<file path="config.mk">
export PLATFORM = sky130hd
export DESIGN_NAME = execute_issue_ctrl
export DESIGN_NICKNAME = d
export VERILOG_FILES = /design/src/rtl/execute_issue_ctrl.sv
export SDC_FILE = /design/constraint.sdc
export NUM_CORES = 1
export LEC_CHECK = 0
export BUFFER_PORTS_ARGS = -buffer_cell sky130_fd_sc_hd__buf_2
export CAP_MARGIN = 20
export CORE_MARGIN = 1
export CORE_UTILIZATION = 30
export CTS_BUF_LIST = sky130_fd_sc_hd__clkbuf_8
export CTS_CLUSTER_SIZE = 14
export DETAILED_ROUTE_END_ITERATION = 10
export SLEW_MARGIN = 20
export SYNTH_ARGS = -nofsm -noshare
export SYNTH_HDL_FRONTEND = slang
export SYNTH_SLANG_ARGS = --single-unit
export TNS_END_PERCENT = 50
</file>
<file path="constraint.sdc">
create_clock -name clock -period 2.6 [get_ports clock]
set_clock_uncertainty 0.05 [all_clocks]
set_input_delay 0.39 -clock clock [delete_from_list [all_inputs] [get_ports clock]]
set_output_delay 0.39 -clock clock [all_outputs]
set_load 0.05 [all_outputs]
</file>
<file path="src/rtl/execute_issue_ctrl.sv">
// -----------------------------------------------------------------------------
// execute_issue_ctrl
//   X-stage control for the 32-bit pipeline. Decodes the X-stage instruction
//   (type, ALU opcode, shift amount, B-operand select) and sequences the
//   multi-cycle mult/div unit: start pulse, X-stage stall, flush abort,
//   drain of an orphaned operation, and hung-unit timeout.
//
// Ports
//   clock          in   1      rising-edge clock
//   reset_n        in   1      asynchronous active-low reset
//   ins            in   INS_W  instruction in X stage
//   ins_valid      in   1      ins is a real instruction (not a bubble)
//   flush          in   1      branch/jump flush of X stage this cycle
//   multdiv_done   in   1      multdiv result ready (1-cycle pulse)
//   insType        out  2      00 R, 01 I, 10 JI, 11 JII
//   aluOpCode      out  5      ins[6:2] when R-type, else 0
//   shiftAmt       out  5      ins[11:7]
//   aluBSelector   out  1      1 = immediate operand
//   startMult      out  1      1-cycle start pulse to multiplier
//   startDiv       out  1      1-cycle start pulse to divider
//   stall          out  1      hold F/D/X latches this cycle
//   md_busy        out  1      FSM in BUSY or DRAIN
//   md_timeout     out  1      sticky: unit exceeded TIMEOUT
//   busy_cnt       out  CNT_W  cycles spent in current BUSY/DRAIN episode
// -----------------------------------------------------------------------------
module execute_issue_ctrl #(
  parameter int         INS_W   = 32,
  parameter logic [4:0] MULT_OP = 5'b00110,
  parameter logic [4:0] DIV_OP  = 5'b00111,
  parameter int         TIMEOUT = 64,
  parameter int         CNT_W   = 7
) (
  input  logic             clock,
  input  logic             reset_n,
  input  logic [INS_W-1:0] ins,
  input  logic             ins_valid,
  input  logic             flush,
  input  logic             multdiv_done,
  output logic [1:0]       insType,
  output logic [4:0]       aluOpCode,
  output logic [4:0]       shiftAmt,
  output logic             aluBSelector,
  output logic             startMult,
  output logic             startDiv,
  output logic             stall,
  output logic             md_busy,
  output logic             md_timeout,
  output logic [CNT_W-1:0] busy_cnt
);

  typedef enum logic [1:0] {
    ST_IDLE  = 2'b00,
    ST_BUSY  = 2'b01,
    ST_DRAIN = 2'b10
  } state_t;

  localparam logic [1:0]       TYPE_R   = 2'b00;
  localparam logic [1:0]       TYPE_I   = 2'b01;
  localparam logic [1:0]       TYPE_JI  = 2'b10;
  localparam logic [1:0]       TYPE_JII = 2'b11;
  localparam logic [CNT_W-1:0] CNT_ZERO = CNT_W'(0);
  localparam logic [CNT_W-1:0] CNT_ONE  = CNT_W'(1);
  localparam logic [CNT_W-1:0] CNT_LAST = CNT_W'(TIMEOUT - 1);

  logic [4:0]       w_opcode;
  logic             w_md_req;
  logic             w_is_mult;
  logic             w_at_limit;
  logic             w_unused_bits;
  state_t           r_state;
  state_t           w_state_nxt;
  logic [CNT_W-1:0] r_busy_cnt;
  logic [CNT_W-1:0] w_cnt_nxt;
  logic             r_timeout;
  logic             w_timeout_nxt;

  assign w_opcode      = ins[INS_W-1 -: 5];
  assign w_unused_bits = ^ins[INS_W-6:12] ^ ins[1] ^ ins[0];

  // Instruction type decode; unlisted opcodes are treated as I-type.
  always_comb begin
    insType = TYPE_I;
    case (w_opcode)
      5'b00000:                                     insType = TYPE_R;
      5'b00101, 5'b00111, 5'b01000, 5'b00010, 5'b00110: insType = TYPE_I;
      5'b00001, 5'b00011, 5'b10110, 5'b10101:      insType = TYPE_JI;
      5'b00100:                                     insType = TYPE_JII;
      default:                                      insType = TYPE_I;
    endcase
  end

  // ALU field decode; bne/blt compare two registers, so they keep B = register.
  always_comb begin
    aluOpCode    = 5'd0;
    shiftAmt     = ins[11:7];
    aluBSelector = 1'b0;
    if (insType == TYPE_R) begin
      aluOpCode = ins[6:2];
    end else begin
      aluOpCode = 5'd0;
    end
    if ((insType == TYPE_I) && (w_opcode != 5'b00010) && (w_opcode != 5'b00110)) begin
      aluBSelector = 1'b1;
    end else begin
      aluBSelector = 1'b0;
    end
  end

  // reset_n gates the request so no start or stall can escape while reset is held.
  assign w_md_req   = reset_n & ins_valid & ~flush & (insType == TYPE_R) &
                      ((aluOpCode == MULT_OP) | (aluOpCode == DIV_OP));
  assign w_is_mult  = (aluOpCode == MULT_OP);
  assign w_at_limit = (r_busy_cnt == CNT_LAST);

  // Next-state, counter, sticky timeout and Mealy start/stall outputs.
  always_comb begin
    w_state_nxt   = r_state;
    w_cnt_nxt     = r_busy_cnt;
    w_timeout_nxt = r_timeout;
    startMult     = 1'b0;
    startDiv      = 1'b0;
    stall         = 1'b0;
    case (r_state)
      ST_IDLE: begin
        if (w_md_req) begin
          startMult   = w_is_mult;
          startDiv    = ~w_is_mult;
          stall       = 1'b1;
          w_state_nxt = ST_BUSY;
          w_cnt_nxt   = CNT_ONE;
        end else begin
          w_state_nxt = ST_IDLE;
          w_cnt_nxt   = CNT_ZERO;
        end
      end
      ST_BUSY: begin
        // Priority: done > flush > timeout.
        if (multdiv_done) begin
          stall       = 1'b0;
          w_state_nxt = ST_IDLE;
          w_cnt_nxt   = CNT_ZERO;
        end else if (flush) begin
          // Unit keeps running; its result is discarded in DRAIN.
          stall       = 1'b0;
          w_state_nxt = ST_DRAIN;
          w_cnt_nxt   = r_busy_cnt + CNT_ONE;
        end else if (w_at_limit) begin
          stall         = 1'b0;
          w_timeout_nxt = 1'b1;
          w_state_nxt   = ST_IDLE;
          w_cnt_nxt     = CNT_ZERO;
        end else begin
          stall     = 1'b1;
          w_cnt_nxt = r_busy_cnt + CNT_ONE;
        end
      end
      ST_DRAIN: begin
        // Only a new mult/div has to wait for the orphaned op to finish.
        stall = w_md_req;
        if (multdiv_done) begin
          w_state_nxt = ST_IDLE;
          w_cnt_nxt   = CNT_ZERO;
        end else if (w_at_limit) begin
          w_timeout_nxt = 1'b1;
          w_state_nxt   = ST_IDLE;
          w_cnt_nxt     = CNT_ZERO;
        end else begin
          w_cnt_nxt = r_busy_cnt + CNT_ONE;
        end
      end
      default: begin
        w_state_nxt = ST_IDLE;
        w_cnt_nxt   = CNT_ZERO;
      end
    endcase
  end

  // State, counter and sticky timeout registers.
  always_ff @(posedge clock or negedge reset_n) begin
    if (!reset_n) begin
      r_state    <= ST_IDLE;
      r_busy_cnt <= CNT_ZERO;
      r_timeout  <= 1'b0;
    end else begin
      r_state    <= w_state_nxt;
      r_busy_cnt <= w_cnt_nxt;
      r_timeout  <= w_timeout_nxt;
    end
  end

  assign md_busy    = (r_state == ST_BUSY) | (r_state == ST_DRAIN);
  assign md_timeout = r_timeout;
  assign busy_cnt   = r_busy_cnt;

endmodule
</file>
==> results of run 1 <==
layer usage:
metal | global-route usage (%) | wire length [um] | vias up
li1 | - | - | 376
met1 | 17.79 | 816 | 352
met2 | 23.21 | 845 | 34
met3 | 3.448 | 125 | 2
met4 | 5.263 | 4 | 0
met5 | 0 | 0 | -
timing repair:
action	in CTS	in global routing
hold endpoints to repair	0	0
gates resized for setup	0	1
endpoints found under the setup margin	0	1
cell families (layout without fill, tap and decap cells):
| logic type | count (synthesis) | after routing | share of synthesized area (%) |
|---|---|---|---|
| buffers and inverters | 12 | 45 | 8.147 |
| adder cells (fa/ha/maj) | 7 | 7 | 11.18 |
| AND/OR/NAND/NOR | 40 | 40 | 30.51 |
| flip-flops | 10 | 10 | 31.95 |
| AO/OA/AOI/OAI | 15 | 15 | 12.46 |
| multiplexers | 1 | 1 | 1.278 |
| XOR/XNOR | 4 | 4 | 4.474 |
state kept, by name, indices dropped and copies added, names as in the netlist:
| signal | cells |
|---|---|
| busy_cnt | 7 |
| md_timeout | 1 |
| r_state | 2 |
stage by stage:
step                      TNS, ns  instances  area [um2]
after CTS                       0        152        1015
after floorplan           -0.1301         89       792.0
final                           0        152        1017
after global placement          0        149       973.4
after global routing            0        152        1017
after detailed placement        0        149       973.4
worst reg2reg max path, cell delays in order (launching register included):
cell and delay (ns):
dfrtp_1 0.40, ha_1 0.19, and3_2 0.22, nand4b_1 0.24, a21oi_1 0.43, nor3_1 0.10
placed cells by master (no fill, tap or decap), types with 2 or more instances in the layout:
master / netlist / routed
buf_2: 0 / 33
dfrtp_1: 10 / 10
nor2_1: 9 / 9
a21oi_1: 7 / 7
ha_1: 7 / 7
inv_1: 6 / 6
nor3_1: 6 / 6
nand3_1: 5 / 5
and2_1: 5 / 5
nand2_1: 4 / 4
xnor2_1: 3 / 3
clkbuf_8: 0 / 3
o21bai_1: 2 / 2
buf_4: 5 / 2
power by group through the flow:
stage               Combinational [W]  Sequential (W)  Clock, W
finish                      0.0000633        0.000157  0.000158
CTS                         0.0000643        0.000157  0.000160
global placement            0.0000630        0.000160         0
global route                0.0000692        0.000157  0.000173
detailed placement          0.0000642        0.000160         0
floorplan                   0.0000522        0.000163         0
layout make-up:
type / instances / area [um2]
fill: 265 / 1460
multi-input combinational: 67 / 478.0
sequential: 10 / 250.2
timing repair buffer: 36 / 187.7
clock buffer: 3 / 41.29
tap: 30 / 37.54
inverter: 6 / 22.52
path summary, 6_finish.rpt:
path | to | cells after the start | from
max reg2reg | busy_cnt[3] | 5 | busy_cnt[0]
min reg2reg | md_timeout | 1 | md_timeout
max in group asynchronous | busy_cnt[2] | 2 | reset_n
min | busy_cnt[5] | 2 | reset_n
min in group clock | md_timeout | 1 | md_timeout
max | startDiv | 8 | ins[27]
==> results by group, run 1 <==
Outcome
  • Status: finished, final reports clean

Setup path
  • Setup crit start kind: primary input
  • Worst EP required: approximately 2.2 ns
  • CP Buf/Inv Count: 3
  • Reg2reg setup slack: roughly 0.83 ns
  • Worst Setup End Kind: primary output
  • Crit-path leading delay family: simple AND/OR/NAND/NOR gates
  • Slowest cell delay on critical path: 0.56 ns
  • Worst endpoint data arrival time: 2.02 ns
  • Most common cell on crit path: buf_2
  • CP Cell Sequence: buf_2 > inv_1 > ha_1 > or4_4 > nor2_4 > nand3_2 > a21oi_1 > buf_2
  • Setup Crit Path Kind: primary input to primary output
  • Max FO, Critical Path: 4
  • Slowest cell on crit path: or4_4

Pwr
  • Peak supply drop: roughly 0.19 mV
  • Sequential share of power: roughly two fifths
  • Clk network pwr share: a little over two fifths
  • Comb power frac: between 10% and 20%
  • Leakage Power: roughly 0.51 nW
  • Power Density: ~370 nW/um2
  • Internal: 0.0002800 W
  • Sw frac: around a quarter
  • P_sw: a little under 0.0001 W
  • Tot Pwr: 0.0003781 W

Synth
  • Synth async-reset ratio: 100.0%
  • Leading area contributor after synthesis: dfrtp_1
  • Yosys cell types: 32
  • Most frequent cell after synthesis: dfrtp_1
  • Mapped Area: just under 800 um2
  • Synth Register Bits: 10
  • Syn_nets: ~130
  • Yosys top cell area share: a little under a third
  • Synth Area per Inst: between 8 and 9 um2
  • Number of synthesized flops with an enable pin: 0
  • Most used DFF post-synth: dfrtp_1
  • Post-Syn Instances: 89
  • Yosys warnings: 0
  • Post-synth top cells: 10 x dfrtp_1, 9 x nor2_1, 7 x a21oi_1, 7 x ha_1
  • Register area share after synthesis: a little under a third
  • Synth top area cells: dfrtp_1 32%, ha_1 11%, buf_4 4.8%

Clock network
  • TritonCTS Buffers: 3
  • CTS sink cnt: 10
  • Clock Path Buffers: 2
  • CTS tree: built
  • Later-pin clock latency in the skew report: between 0.2 and 0.25 ns
  • Root buffer cell: clkbuf_8
  • Clk pin slew, worst setup/hold paths: approximately 0.05 ns
  • Htree depth: 1
  • Hold-fix buffers at CTS: 0
  • Post-CTS setup buffer count: 0

Global routing
  • Antenna violations before repair: 0
  • First-pass GRT wire length: about 2.9 mm
  • Largest net degree at the start of global routing: 11
  • Gr ovfl total: 0
  • GRT Overall Usage: between 10% and 20%
  • Number of global-route vias before repair: around 690

Timing
  • Worst Tran Pin Value: about 0.43 ns
  • Fin Hold WS: approximately 0.038 ns
  • Worst Slack Setup Final: about 0.14 ns
  • RSZ-0062 raised after global routing: false
  • Crit share post-route: 94.78%
  • Worst rel slew slack: a little under three quarters
  • Pins Over Slew Limit: 0
  • Max Fclk: 405.8 MHz
  • Final hold vios: 0
  • Endpoints failing setup: 0
  • Post-route minimum period: between 2 and 2.5 ns

Run
  • Max_cap viols: 0

Floorplan
  • Die Area: 2819 um2
  • Top Ports: 62
  • Initial Utilization: between 30% and 40%
  • Die Span X: about 53 um
  • Die height: roughly 53 um
  • Standard-cell rows: 18
  • Core ar.: ~2500 um2

Finish
  • Share of cells above drive strength 1: between 30% and 40%
  • Final Util: 41.06%
  • Nets@finish: about 170
  • Layout overhead on the synthesized area: 29.87%
  • N_diodes: 0

Detailed routing
  • Number of DRC markers in iteration 0: 7
  • Via count: roughly 760
  • Antenna viol nets, final: 0
  • Vias per cell: 5.026
  • Drt total wl: about 1.8 mm
  • Wire per inst: ~12 um
  • TritonRoute pass-1 iters: 4
  • # DRC: 0

Place
  • GP Congestion: between 0.7 and 0.8
  • Final HPWL DP: 1.447 mm
  • IO Port Bufs: 34
  • Pre-CTS setup slack: approximately 0.12 ns

Hold path
  • Worst hold-check path type: primary input to asynchronous set/reset pin
(Power assumes the default switching activity.)
==> run 2, diff against run 1 <==
--- a/config.mk
+++ b/config.mk
@@ -5,6 +5,7 @@
 export SDC_FILE = /design/constraint.sdc
 export NUM_CORES = 1
 export LEC_CHECK = 0
+export ABC_AREA = 1
 export BUFFER_PORTS_ARGS = -buffer_cell sky130_fd_sc_hd__buf_2
 export CAP_MARGIN = 20
 export CORE_MARGIN = 1
==> run 2 against run 1 <==
  * Synthesized cell count increased by 25%
  * Largest cell class unchanged
  * Setup slack better by 0.15 ns
  * Routed wire length grew 0.78%
  * Final cell count is 15% higher
  * Combinational power up 12%
  * First-iteration DRC count rose by 100%
  * Critical path type unchanged
  * Area after synthesis increased by 10%
==> results by group, run 2 <==
Synth
  • Yosys warnings: 0 (unchanged)
  • Synth Register Bits: 10 (unchanged)
  • Synth Area per Inst: 7.766 um2 (-12%)
  • Syn_nets: 155 (+17%)
  • Yosys top cell area share: 29.03% (-2.9 points)
  • Most frequent cell after synthesis: inv_1
  • Post-Syn Instances: 111 (+25%)
  • Post-synth top cells: 23 x inv_1, 16 x nor2_1, 11 x nand2_1
  • Leading area contributor after synthesis: dfrtp_1
  • Yosys cell types: 25 (-22%)
  • Most used DFF post-synth: dfrtp_1
  • Synth async-reset ratio: 100.0% (unchanged)
  • Synth top area cells: dfrtp_1 29%, ha_1 10%, inv_1 10%
  • Register area share after synthesis: 29.03% (-2.9 points)
  • Mapped Area: 862.1 um2 (+10%)
  • Number of synthesized flops with an enable pin: 0 (unchanged)

Setup path
  • Reg2reg setup slack: 0.96 ns (+0.13 ns)
  • FF-to-FF Start: r_state[1]
  • Worst EP required: 2.16 ns (about the same)
  • R2r endpoint: busy_cnt[1]
  • Max FO, Critical Path: 5 (+1)
  • Worst Setup End Kind: primary output
  • Worst Setup SP: ins[27]
  • Reg2Reg Depth: 9 (+4)
  • Setup Crit Path Kind: primary input to primary output
  • Worst endpoint data arrival time: 1.87 ns (-0.15 ns)
  • Setup crit start kind: primary input

Pwr
  • Peak supply drop: 0.4526 mV (+140%)
  • Sequential share of power: 41.2% (-0.4 points)
  • Internal: 0.0002789 W (-0.40%)
  • Leakage Power: 0.6033 nW (+19%)
  • Sw frac: 26.82% (+0.87 points)
  • Clk network pwr share: 40.2% (-1.5 points)
  • Power Density: 349.3 nW/um2 (-6.0%)
  • Comb power frac: 18.6% (+1.8 points)
  • Tot Pwr: 0.0003811 W (+0.78%)
  • P_sw: 0.0001022 W (+4.2%)

Detailed routing
  • Via count: 784 (+2.6%)
  • Wire per inst: 10.32 um (-12%)
  • TritonRoute pass-1 iters: 4 (unchanged)
  • Antenna viol nets, final: 0 (unchanged)
  • # DRC: 0 (unchanged)
  • Number of DRC markers in iteration 0: 14 (+7)
  • Vias per cell: 4.480 (-11%)
  • Drt total wl: 1.806 mm (+0.78%)

Finish
  • Nets@finish: 190 (+13%)
  • N_diodes: 0 (unchanged)
  • Largest register FFs: 7 (unchanged)
  • Commonest non-fill, non-tap cells in the layout: 34 x buf_2, 23 x inv_1, 16 x nor2_1
  • Share of cells above drive strength 1: 37.50% (+0.61 points)
  • Most common cell after layout, fill and taps aside: buf_2
  • Final Util: 39.91% (-1.2 points)
  • Layout overhead on the synthesized area: 26.56%

Global routing
  • GRT Overall Usage: 12.76% (-1.4 points)
  • First-pass GRT wire length: 3.167 mm (+8.3%)
  • Largest net degree at the start of global routing: 11 (unchanged)
  • Antenna violations before repair: 0 (unchanged)
  • Number of global-route vias before repair: 750 (+8.1%)
  • Gr ovfl total: 0 (unchanged)

Timing
  • Worst rel slew slack: 77.68% (+6.2 points)
  • Post-route minimum period: 2.312 ns (-0.1519 ns)
  • Crit share post-route: 88.94% (-5.8 points)
  • Pins Over Slew Limit: 0 (unchanged)
  • Worst Tran Pin Value: 0.3338 ns (-0.09392 ns)
  • Fin Hold WS: 0.04369 ns (+0.005349 ns)
  • RSZ-0062 raised after global routing: false
  • Max Fclk: 432.4 MHz (+6.6%)
  • Endpoints failing setup: 0 (unchanged)
  • Final hold vios: 0 (unchanged)

Floorplan
  • Die Span X: 55.61 um (+4.7%)
  • Die Area: 3092 um2 (+9.7%)
  • Core ar.: 2734 um2 (+10%)
  • Initial Utilization: 31.53% (-0.083 points)
  • Die height: 55.61 um (+4.7%)
  • Standard-cell rows: 19 (+1)
  • Top Ports: 62 (unchanged)

Run
  • Max_cap viols: 0 (unchanged)

Clock network
  • Htree depth: 1 (unchanged)
  • Hold-fix buffers at CTS: 0 (unchanged)
  • Clk pin slew, worst setup/hold paths: 0.04 ns (about the same)
  • Post-cts sizing count: 0 (unchanged)
  • Root buffer cell: clkbuf_8
  • Post-CTS setup buffer count: 0 (unchanged)
  • CTS tree: built
  • Later-pin clock latency in the skew report: 0.23 ns (about the same)
  • CTS sink cnt: 10 (unchanged)
  • TritonCTS Buffers: 3 (unchanged)
  • Clock Path Buffers: 2 (unchanged)

Place
  • IO Port Bufs: 34 (unchanged)
  • Final HPWL DP: 1.553 mm (+7.3%)
  • GP Congestion: 0.7755 (+5.1%)

Outcome
  • Status: finished, final reports clean

Hold path
  • Worst hold-check path type: primary input to asynchronous set/reset pin
run 2: changes by cell type in the layout (fill, tap and decap cells not counted), moves of 2 or more:
cell,before,now
inv_1,6,23
nand4_2,0,2
nor2_1,9,16
nand3b_1,0,2
xor2_1,1,3
nor3_1,6,0
and2_1,5,0
nand3_1,5,7
nand2_1,4,11
xnor2_1,3,1
a21oi_1,7,5
nand4_1,0,2
nor2_2,0,3
run 2: cell type report:
class | count | area, um2
well taps | 31 | 38.79
fillers | 282 | 1643
multi-input cells | 72 | 493.0
repair buffers | 35 | 177.7
inverters | 24 | 90.09
flip-flops and latches | 10 | 250.2
clock buffers | 3 | 41.29
run 2: cell families (layout without fill, tap and decap cells):
| kind of cell | Yosys count | count (layout) | share of synthesized area [%] |
|---|---|---|---|
| AO/OA/AOI/OAI | 10 | 10 | 6.967 |
| flip-flops | 10 | 10 | 29.03 |
| buffers and inverters | 29 | 62 | 14.80 |
| adder cells (fa/ha/maj) | 7 | 7 | 10.16 |
| AND/OR/NAND/NOR | 51 | 51 | 34.98 |
| XOR/XNOR | 4 | 4 | 4.065 |
run 2: critical path, stage by stage:
cell and delay, ns:
buf_2 0.09, inv_1 0.05, ha_1 0.29, nand4_1 0.25
nand4_2 0.16, nor2_2 0.13, nand3_1 0.10, a21oi_2 0.14
buf_2 0.27
run 2: how the worst max path moves through the flow:
| stage | endpoint | slack, ns | cells past startpoint |
|---|---|---|---|
| detailed placement | stall | 0.26 | 9 |
| finish | stall | 0.29 | 9 |
| global route | stall | 0.12 | 9 |
| global placement | stall | 0.31 | 9 |
| CTS | stall | 0.26 | 9 |
| floorplan | startDiv | -0.008 | 7 |
run 2: power by group through the flow:
stage	registers [W]	logic (W)	clock network (W)
floorplan	0.000162	0.0000639	0
global placement	0.000159	0.0000700	0
detailed placement	0.000159	0.0000718	0
CTS	0.000157	0.0000720	0.000159
global route	0.000157	0.0000768	0.000169
finish	0.000157	0.0000707	0.000153
run 2: per-layer routing:
metal	vias to the layer above	share of wire (%)	routed length, um	GRT usage [%]
li1	411	-	-	-
met1	342	43	785	15.54
met2	29	49	887	22.03
met3	2	7.0	127	3.953
met4	0	0.33	6	2.857
met5	-	0	0	0
run 2: stage by stage:
stage	cells	TNS, ns	area, um2	setup slack [ns]
floorplan	111	-0.01563	870.8	-0.007816
global placement	172	0	1050	0.3130
detailed placement	172	0	1050	0.2649
CTS	175	0	1091	0.2615
global route	175	0	1091	0.1159
finish	175	0	1091	0.2875
==> run 3, diff against run 2 <==
--- a/config.mk
+++ b/config.mk
@@ -8,11 +8,14 @@
 export ABC_AREA = 1
 export BUFFER_PORTS_ARGS = -buffer_cell sky130_fd_sc_hd__buf_2
 export CAP_MARGIN = 20
+export CELL_PAD_IN_SITES_DETAIL_PLACEMENT = 0
+export CELL_PAD_IN_SITES_GLOBAL_PLACEMENT = 1
 export CORE_MARGIN = 1
 export CORE_UTILIZATION = 30
 export CTS_BUF_LIST = sky130_fd_sc_hd__clkbuf_8
 export CTS_CLUSTER_SIZE = 14
 export DETAILED_ROUTE_END_ITERATION = 10
+export PLACE_DENSITY_LB_ADDON = 0.1
 export SLEW_MARGIN = 20
 export SYNTH_ARGS = -nofsm -noshare
 export SYNTH_HDL_FRONTEND = slang
==> run 3 against run 2 <==
  * Maximum frequency up 2.3%
  * Final cell count increased by 0.57%
  * First-iteration DRC count increased by 21%
  * Non-clock buffer count unchanged
  * Setup slack improved by 0.053 ns
  * Final area is 1.3% higher
  * Utilization rose by 0.50 points
  * Routed wire length is 1.5% higher
  * Sequential cell count unchanged
  * Clock-buffer cell count increased by 1
==> results by group, run 3 (synthesis gave the netlist of run 2 again) <==
Global routing
  • Gr ovfl total: 0 (unchanged)
  • GRT Overall Usage: 12.64% (-0.12 points)
  • Antenna violations before repair: 0 (unchanged)
  • Number of global-route vias before repair: 725 (-3.3%)
  • Largest net degree at the start of global routing: 11 (unchanged)
  • First-pass GRT wire length: 3.139 mm (-0.88%)

Pwr
  • Leakage Power: 0.6105 nW (+1.2%)
  • Clk network pwr share: 46.6% (+6.4 points)
  • Sw frac: 26.61% (-0.21 points)
  • Power Density: 383.8 nW/um2 (+9.9%)
  • Peak supply drop: 0.5093 mV (+13%)
  • Comb power frac: 16.5% (-2.1 points)
  • P_sw: 0.0001128 W (+10%)
  • Sequential share of power: 37.0% (-4.2 points)
  • Internal: 0.0003112 W (+12%)

Setup path
  • Worst endpoint data arrival time: 1.82 ns (-0.05 ns)
  • Reg2reg setup slack: 0.91 ns (-0.05 ns)
  • Max FO, Critical Path: 5 (unchanged)
  • FF-to-FF Start: r_state[1]
  • Reg2Reg Depth: 9 (unchanged)
  • Slowest cell on crit path: ha_1
  • Crit path to: stall
  • Worst Setup SP: ins[27]
  • R2r endpoint: busy_cnt[4]
  • Slowest cell delay on critical path: 0.28 ns (about the same)
  • Setup Crit Path Kind: primary input to primary output
  • Worst Setup End Kind: primary output
  • Most common cell on crit path: buf_2
  • CP Cell Sequence: buf_2 > inv_1 > ha_1 > nand4_1 > nand4_2 > nor2_2 > nand3_1 > a21oi_2 > buf_2
  • Setup crit start kind: primary input
  • Worst EP required: 2.16 ns (about the same)

Timing
  • Crit share post-route: 86.92% (-2.0 points)
  • RSZ-0062 raised after global routing: false
  • Max Fclk: 442.5 MHz (+2.3%)
  • Post-route minimum period: 2.260 ns (-0.05260 ns)
  • Pins Over Slew Limit: 0 (unchanged)
  • Endpoints failing setup: 0 (unchanged)
  • Worst Tran Pin Value: 0.3094 ns (-0.02442 ns)
  • Worst rel slew slack: 79.31% (+1.6 points)
  • TNS Setup: 0 ns (unchanged)
  • Final hold vios: 0 (unchanged)

Detailed routing
  • Wire per inst: 10.41 um (+0.92%)
  • Number of DRC markers in iteration 0: 17 (+3)
  • Antenna viol nets, final: 0 (unchanged)
  • Drt total wl: 1.833 mm (+1.5%)
  • # DRC: 0 (unchanged)
  • Vias per cell: 4.585 (+2.3%)
  • Via count: 807 (+2.9%)
  • TritonRoute pass-1 iters: 4 (unchanged)

Clock network
  • Clock Path Buffers: 2 (unchanged)
  • CTS tree: built
  • Hold-fix buffers at CTS: 0 (unchanged)
  • Root buffer cell: clkbuf_8
  • Post-CTS setup buffer count: 0 (unchanged)
  • Later-pin clock latency in the skew report: 0.24 ns (about the same)
  • TritonCTS Buffers: 3 (unchanged)
  • Post-cts sizing count: 0 (unchanged)
  • Htree depth: 1 (unchanged)
  • Clk pin slew, worst setup/hold paths: 0.05 ns (about the same)
  • CTS sink cnt: 10 (unchanged)

Outcome
  • Status: finished, final reports clean

Floorplan
  • Die height: 55.61 um (unchanged)
  • Top Ports: 62 (unchanged)
  • Die Area: 3092 um2 (unchanged)
  • Die Span X: 55.61 um (unchanged)
  • Standard-cell rows: 19 (unchanged)
  • Initial Utilization: 31.53% (unchanged)
  • Core ar.: 2734 um2 (unchanged)

Finish
  • Most common cell after layout, fill and taps aside: buf_2
  • N_diodes: 0 (unchanged)
  • Share of cells above drive strength 1: 37.93% (+0.43 points)
  • Non-filler cells in the finished layout: 176 (+0.57%)
  • Nets@finish: 190 (unchanged)
  • Largest register FFs: 7 (unchanged)
  • Layout overhead on the synthesized area: 28.16%
  • Commonest non-fill, non-tap cells in the layout: 34 x buf_2, 23 x inv_1, 16 x nor2_1
  • Fill count: 287 (+1.8%)
  • Final Util: 40.41% (+0.50 points)

Place
  • Final HPWL DP: 1.513 mm (-2.5%)
  • Placed cells: 172 (unchanged)
  • GP Congestion: 0.8036 (+3.6%)
  • IO Port Bufs: 34 (unchanged)

Hold path
  • Worst hold-check path type: primary input to asynchronous set/reset pin

Run
  • Max_cap viols: 0 (unchanged)
==> run 3: cell types whose count changed in the layout (fill, tap and decap cells not counted) <==
cell	delta
clkbuf_8	+1
==> run 3: how the worst min path moves through the flow <==
stage,slack [ns],cells after the start,to
finish,0.02,2,busy_cnt[0]
global route,0.03,2,busy_cnt[1]
CTS,0.03,2,busy_cnt[1]
detailed placement,0.29,2,busy_cnt[2]
global placement,0.30,2,r_state[0]
floorplan,0.04,0,busy_cnt[0]
==> run 3: layout make-up <==
class	count	area (um2)	area share, %
inverter	24	90.09	8.154
sequential	10	250.2	22.65
multi-input combinational	72	493.0	44.62
tap	31	38.79	3.511
timing repair buffer	35	177.7	16.08
clock buffer	4	55.05	4.983
==> run 3: metrics by stage <==
stage / setup slack (ns) / power, W / hold slack [ns] / instance area (um2)
after global routing: 0.2150 / 0.0004454 / 0.03284 / 1105
after detailed placement: 0.3077 / 0.0002303 / 0.2853 / 1050
after CTS: 0.3034 / 0.0004291 / 0.03012 / 1105
after floorplan: -0.007816 / 0.0002254 / 0.04441 / 870.8
after global placement: 0.2994 / 0.0002300 / 0.2953 / 1050
final: 0.3401 / 0.0004240 / 0.02474 / 1105
==> run 3: metal layers <==
layer  up-vias  global-route usage, %  share of wire, %  routed length [um]
met1       373                  17.20                46                 845
li1        410                      -                 -                   -
met4         0                  1.786              0.11                   2
met5         -                      0                 0                   0
met3         2                  6.047               7.4                 135
met2        22                  18.59                46                 849
==> run 3: worst max-delay path, delay by kind of cell <==
family,cells,cell delay (ns)
buffers and inverters,3,0.41
adders and majority gates,1,0.28
AOI/OAI and AO/OA,1,0.11
and+or+nand+nor,4,0.62
==> run 3: power groups by stage <==
stage                     clock network [W]   logic, W  registers, W
after global placement                    0  0.0000707      0.000159
after detailed placement                  0  0.0000709      0.000159
after CTS                          0.000201  0.0000711      0.000157
after floorplan                           0  0.0000639      0.000162
final                              0.000197  0.0000698      0.000157
after global routing               0.000213  0.0000761      0.000157
